$ cat config.mk
export PLATFORM = sky130hd
export DESIGN_NAME = irq_source_ctrl
export DESIGN_NICKNAME = d
export VERILOG_FILES = /design/src/rtl/irq_source_ctrl.sv
export SDC_FILE = /design/constraint.sdc
export NUM_CORES = 1
export LEC_CHECK = 0
export BUFFER_PORTS_ARGS = -buffer_cell sky130_fd_sc_hd__buf_4
export CAP_MARGIN = 20
export CORE_UTILIZATION = 25
export CTS_BUF_LIST = sky130_fd_sc_hd__clkbuf_4 sky130_fd_sc_hd__clkbuf_8 sky130_fd_sc_hd__clkbuf_16
export CTS_CLUSTER_SIZE = 24
export DETAILED_ROUTE_END_ITERATION = 6
export GPL_TIMING_DRIVEN = 0
export SYNTH_ARGS = -nofsm -noshare
export SYNTH_HDL_FRONTEND = slang
export SYNTH_SLANG_ARGS = --single-unit
$ cat constraint.sdc
create_clock -name clk -period 1.7 [get_ports clk]
set_clock_uncertainty 0.1 [all_clocks]
set_input_delay 0 -clock clk [delete_from_list [all_inputs] [get_ports clk]]
set_output_delay 0 -clock clk [all_outputs]
set_load 0.05 [all_outputs]
$ cat src/rtl/irq_source_ctrl.sv
// -----------------------------------------------------------------------------
// irq_source_ctrl
//   Interrupt front-end for RV32core's single-wire `interrupter` input.
//   Level sources are rising-edge detected into pending bits. Pending bits are
//   then filtered by an enable mask and arbitrated with fixed priority (lowest
//   index wins). One request is presented at a time. The request is held until
//   the core acknowledges the trap. No further request is raised until the core
//   reports handler completion (mret).
//
// Ports
//   clk          in   1        core clock, rising edge
//   rst          in   1        synchronous reset, active-high
//   src          in   NUM_SRC  level interrupt sources (same clock domain)
//   en_we        in   1        enable-mask write strobe
//   en_wdata     in   NUM_SRC  new enable mask
//   irq_ack      in   1        core took the trap for the current request
//   irq_done     in   1        core executed mret for the current handler
//   interrupter  out  1        interrupt request to the core
//   irq_id       out  ID_W     index of the source being requested/serviced
//   pending      out  NUM_SRC  pending bits (unmasked view)
//   busy         out  1        high while a request is outstanding or in service
// -----------------------------------------------------------------------------
module irq_source_ctrl #(
    parameter int                   NUM_SRC  = 8,
    parameter int                   ID_W     = 3,
    parameter logic [NUM_SRC-1:0]   EN_RESET = {NUM_SRC{1'b1}}
) (
    input  logic               clk,
    input  logic               rst,
    input  logic [NUM_SRC-1:0] src,
    input  logic               en_we,
    input  logic [NUM_SRC-1:0] en_wdata,
    input  logic               irq_ack,
    input  logic               irq_done,
    output logic               interrupter,
    output logic [ID_W-1:0]    irq_id,
    output logic [NUM_SRC-1:0] pending,
    output logic               busy
);

    typedef enum logic [1:0] {
        ST_IDLE    = 2'd0,
        ST_REQ     = 2'd1,
        ST_SERVICE = 2'd2
    } state_t;

    // Lowest set index of a vector; zero when the vector is empty.
    function automatic logic [ID_W-1:0] lowest_index(input logic [NUM_SRC-1:0] vec);
        logic [ID_W-1:0] idx;
        idx = {ID_W{1'b0}};
        for (int i = NUM_SRC - 1; i >= 0; i--) begin
            if (vec[i]) begin
                idx = ID_W'(i);
            end else begin
                idx = idx;
            end
        end
        return idx;
    endfunction

    // One-hot decode of a source index.
    function automatic logic [NUM_SRC-1:0] id_onehot(input logic [ID_W-1:0] id);
        logic [NUM_SRC-1:0] oh;
        oh = {NUM_SRC{1'b0}};
        for (int i = 0; i < NUM_SRC; i++) begin
            oh[i] = (ID_W'(i) == id);
        end
        return oh;
    endfunction

    state_t             state_r;
    state_t             state_next_s;
    logic [NUM_SRC-1:0] src_q_r;
    logic [NUM_SRC-1:0] enable_r;
    logic [NUM_SRC-1:0] pending_r;
    logic [NUM_SRC-1:0] pending_next_s;
    logic [NUM_SRC-1:0] edge_s;
    logic [NUM_SRC-1:0] req_s;
    logic [NUM_SRC-1:0] clr_mask_s;
    logic [ID_W-1:0]    irq_id_r;
    logic               latch_id_s;
    logic               ack_clr_s;
    logic               interrupter_r;
    logic               busy_r;

    assign edge_s = src & ~src_q_r;
    assign req_s  = pending_r & enable_r;

    // Next-state logic: decides transitions, id latching and the ack-driven pending clear.
    always_comb begin
        state_next_s = state_r;
        latch_id_s   = 1'b0;
        ack_clr_s    = 1'b0;
        case (state_r)
            ST_IDLE: begin
                if (|req_s) begin
                    state_next_s = ST_REQ;
                    latch_id_s   = 1'b1;
                end else begin
                    state_next_s = ST_IDLE;
                end
            end
            ST_REQ: begin
                // irq_done is deliberately ignored until the trap has been taken.
                if (irq_ack) begin
                    state_next_s = ST_SERVICE;
                    ack_clr_s    = 1'b1;
                end else begin
                    state_next_s = ST_REQ;
                end
            end
            ST_SERVICE: begin
                if (irq_done) begin
                    state_next_s = ST_IDLE;
                end else begin
                    state_next_s = ST_SERVICE;
                end
            end
            default: begin
                state_next_s = ST_IDLE;
            end
        endcase
    end

    // Pending update: the acknowledged bit is cleared, but a new edge on it in the same cycle wins.
    always_comb begin
        clr_mask_s = {NUM_SRC{1'b0}};
        if (ack_clr_s) begin
            clr_mask_s = id_onehot(irq_id_r);
        end else begin
            clr_mask_s = {NUM_SRC{1'b0}};
        end
        pending_next_s = (pending_r & ~clr_mask_s) | edge_s;
    end

    // State, pending, mask and registered output updates.
    always_ff @(posedge clk) begin
        if (rst) begin
            state_r       <= ST_IDLE;
            src_q_r       <= {NUM_SRC{1'b0}};
            enable_r      <= EN_RESET;
            pending_r     <= {NUM_SRC{1'b0}};
            irq_id_r      <= {ID_W{1'b0}};
            interrupter_r <= 1'b0;
            busy_r        <= 1'b0;
        end else begin
            state_r   <= state_next_s;
            src_q_r   <= src;
            pending_r <= pending_next_s;
            if (en_we) begin
                enable_r <= en_wdata;
            end else begin
                enable_r <= enable_r;
            end
            if (latch_id_s) begin
                irq_id_r <= lowest_index(req_s);
            end else begin
                irq_id_r <= irq_id_r;
            end
            interrupter_r <= (state_next_s == ST_REQ);
            busy_r        <= (state_next_s != ST_IDLE);
        end
    end

    assign interrupter = interrupter_r;
    assign irq_id      = irq_id_r;
    assign pending     = pending_r;
    assign busy        = busy_r;

endmodule
==> summary.txt <==
Synth
  • Share of synthesized area occupied by flip-flops and latches: 51.5%
  • Mean cell area of the mapped netlist: 9.72 sq um
  • Cell count after synthesis: 124
  • EDFF count, synth: 0
  • Mapped Area: 1200 sq um
  • Count of yosys warnings during synthesis: 0
  • Seq cells post-synth: 31
  • FFs w/ async S/R, synth: 0%
  • Post-synthesis cell type count: 30
  • Syn nets: 145
  • Most instantiated flip-flop cell in the synthesis netlist: sky130_fd_sc_hd__dfxtp_1

Floorplanning
  • Placeable Area: 4500 sq um
  • Horizontal extent of the die: 71.4 um
  • Die area: 5100 sq um
  • # IOs: 34
  • Starting density of the core: 26.8%
  • DIE HEIGHT: 71.4 um
  • Site row count: 24

CTS
  • Clock tree root buffer cell: sky130_fd_sc_hd__clkbuf_8
  • H-tree levels: 2
  • Number of gates resized after cts: 0
  • Sink Count: 31
  • Buffer levels on the longest clock path: 2
  • Clock buffers created by TritonCTS: 5
  • Clk slew on worst S/H paths: 0.06 ns
  • Setup bufs post-CTS: 0
  • Later-pin clock latency in the skew report: 0.28 ns
  • Hold bufs inserted after CTS: 24
  • CTS tree: done

Detailed routing
  • Average wire per cell in the routed design: 12.2 um
  • Via count: 1107
  • DRC violation count after routing: 0
  • Iteration-0 DRC Markers: 30
  • Detailed Routing Iterations Pass 1: 4
  • Post-Route WL: 2950 um
  • Via-to-Cell Ratio: 4.59
  • Count of nets left with antenna violations after detail routing: 0

Worst setup path
  • Type of element capturing the critical path: flop
  • Max stage delay on crit path: 0.56 ns
  • Nature of the critical path startpoint: flop
  • Worst setup path startpoint: enable_r[3]$_SDFFE_PP1P_
  • Kind of critical path: reg2reg
  • Cells along the critical path: nor2b_1, a211o_1, dlygate4sd3_1
  • R2R depth: 3
  • Highest-delay cell along the critical path: sky130_fd_sc_hd__dlygate4sd3_1
  • Kind of cell adding the most delay to the critical path: buffers and inverters
  • Arrival time worst endpoint: 1.51 ns
  • Worst r2r src: enable_r[3]$_SDFFE_PP1P_
  • Data required time of the worst path: 1.77 ns
  • CP bufs+invs: 1
  • End of the worst register-to-register path: enable_r[3]$_SDFFE_PP1P_
  • Worst setup slack for register-to-register paths: 0.26 ns
  • Worst Path Max Fanout: 3

Worst hold path
  • Worst Hold Depth: 3
  • Min-Delay Endpoint: enable_r[0]$_SDFFE_PP1P_
  • Hold Path Origin: en_we
  • Worst min path class: in2reg

Power and ir drop
  • IR Drop Worst-Case VDD: 0.310 mV
  • Overall power consumption: 1.93 mW
  • Leakage Power: 0.762 nW
  • Power density over the cells: 1040 nW/um^2

Global routing
  • Largest net degree at the start of global routing: 11
  • Initial antenna violation count: 0
  • Global-route wire length before repair: 4770 um
  • Remaining global-route overflow: 0
  • Number of global-route vias before repair: 1025
  • Global-route usage over all layers: 12.8%

Placed design
  • Detail Placement HPWL: 2030 um
  • Total of buffers placed on input and output ports: 33
  • Last weighted congestion value of the routability-driven placer: 0.791

Layout
  • Fraction of final layout cells sized beyond drive strength 1: 24.9%
  • Number of nets in the layout: 209
  • Register area: 621 sq um
  • Area growth from synthesis to layout: 54.5%
  • Multi-input combinational cell area: 568 sq um
  • # diodes: 0
  • Number of filler instances in the final layout: 456

Timing
  • Transition time at the pin with the least slew margin: 0.512 ns
  • Final worst path period share: 84.8%
  • Hold Violations, Final: 0
  • RSZ-0062 raised after global routing: no
  • Setup TNS: 0 ns
  • Clock period minus worst slack: 1.44 ns
  • Slew Limit Fails: 0
  • Slew HR: 65.9%
  • Max Clk Rate: 0.693 GHz
  • Final setup violation count: 0

Job
  • Total of max-cap violations: 0

Status
  • Status: finished clean
flip-flops by register name, summed over array words and instances (netlist names):
| signal | flops |
|---|---|
| enable_r | 8 |
| pending | 8 |
| src_q_r | 8 |
| irq_id | 3 |
| state_r | 2 |
| busy | 1 |
| interrupter | 1 |
worst max path at each step:
stage,end,cells after the start
CTS,enable_r[3]$_SDFFE_PP1P_,3
floorplan,irq_id[0]$_SDFFE_PP0P_,4
detailed placement,pending[0]$_SDFF_PP0_,4
finish,enable_r[3]$_SDFFE_PP1P_,3
global route,enable_r[2]$_SDFFE_PP1P_,3
global placement,busy$_SDFF_PP0_,4
through the flow:
stage	util [%]	setup slack (ns)	cells	hold slack, ns	instance area (sq um)
final	41.3	0.258	241	0.0223	1860
after global routing	41.3	0.221	241	0.0300	1860
after CTS	41.3	0.261	241	0.0204	1860
after detailed placement	33.7	0.400	209	0.112	1520
after global placement	33.7	0.374	209	0.110	1520
after floorplan	-	0.221	124	0.0179	1200
cells by family after synthesis:
logic type             share of synthesized area [%]
AOI/OAI and AO/OA                               24.4
and+or+nand+nor                                 22.7
DFF                                             51.5
buffers and inverters                           1.35
cell usage after synthesis (2+ instances only):
master                     instances  area share [%]
sky130_fd_sc_hd__a211o_1           8             5.8
sky130_fd_sc_hd__a21oi_1          13             5.4
sky130_fd_sc_hd__a22oi_1           3             1.9
sky130_fd_sc_hd__clkbuf_1          3            0.93
sky130_fd_sc_hd__dfxtp_1          31              52
sky130_fd_sc_hd__nand2_1          10             3.1
sky130_fd_sc_hd__nand2b_1         12             6.2
sky130_fd_sc_hd__nor2_1            2            0.62
sky130_fd_sc_hd__nor2b_1          17             8.8
sky130_fd_sc_hd__o21ai_0           5             2.1
worst min-delay path: stages:
cell                      delay [ns]
sky130_fd_sc_hd__buf_4          0.14
sky130_fd_sc_hd__nor2b_1        0.14
sky130_fd_sc_hd__a211o_1        0.11
metal layers:
layer  vias to the layer above  GRT usage (%)  wire, um
li1                        575              -         -
met1                       498           15.8      1360
met2                        29           18.2      1310
met3                         5           6.61       227
met4                         0           6.67        55
met5                         -              0         0
power by group:
part           internal [mW]  leakage (nW)  switching, mW
clock network          0.385        0.0549          0.259
logic                  0.195         0.449          0.241
registers              0.790         0.258         0.0615
area by class of cell:
cell class	instances	area share, %
clock buffers	8	5.58
multi-input cells	89	30.5
flip-flops and latches	31	33.3
plain buffers	4	0.874
repair buffers	57	26.2
well taps	52	3.49
cell usage in the layout (no fill, tap or decap), types with 3 or more instances in the layout:
cell type                       instances
sky130_fd_sc_hd__a211o_1                8
sky130_fd_sc_hd__a21oi_1               13
sky130_fd_sc_hd__a22oi_1                3
sky130_fd_sc_hd__buf_4                 33
sky130_fd_sc_hd__clkbuf_1               3
sky130_fd_sc_hd__clkbuf_8               7
sky130_fd_sc_hd__dfxtp_1               31
sky130_fd_sc_hd__dlygate4sd3_1         24
sky130_fd_sc_hd__nand2_1               10
sky130_fd_sc_hd__nand2b_1              12
sky130_fd_sc_hd__nor2b_1               17
sky130_fd_sc_hd__o21ai_0                5
No activity file was read; power rests on OpenSTA's default activity.
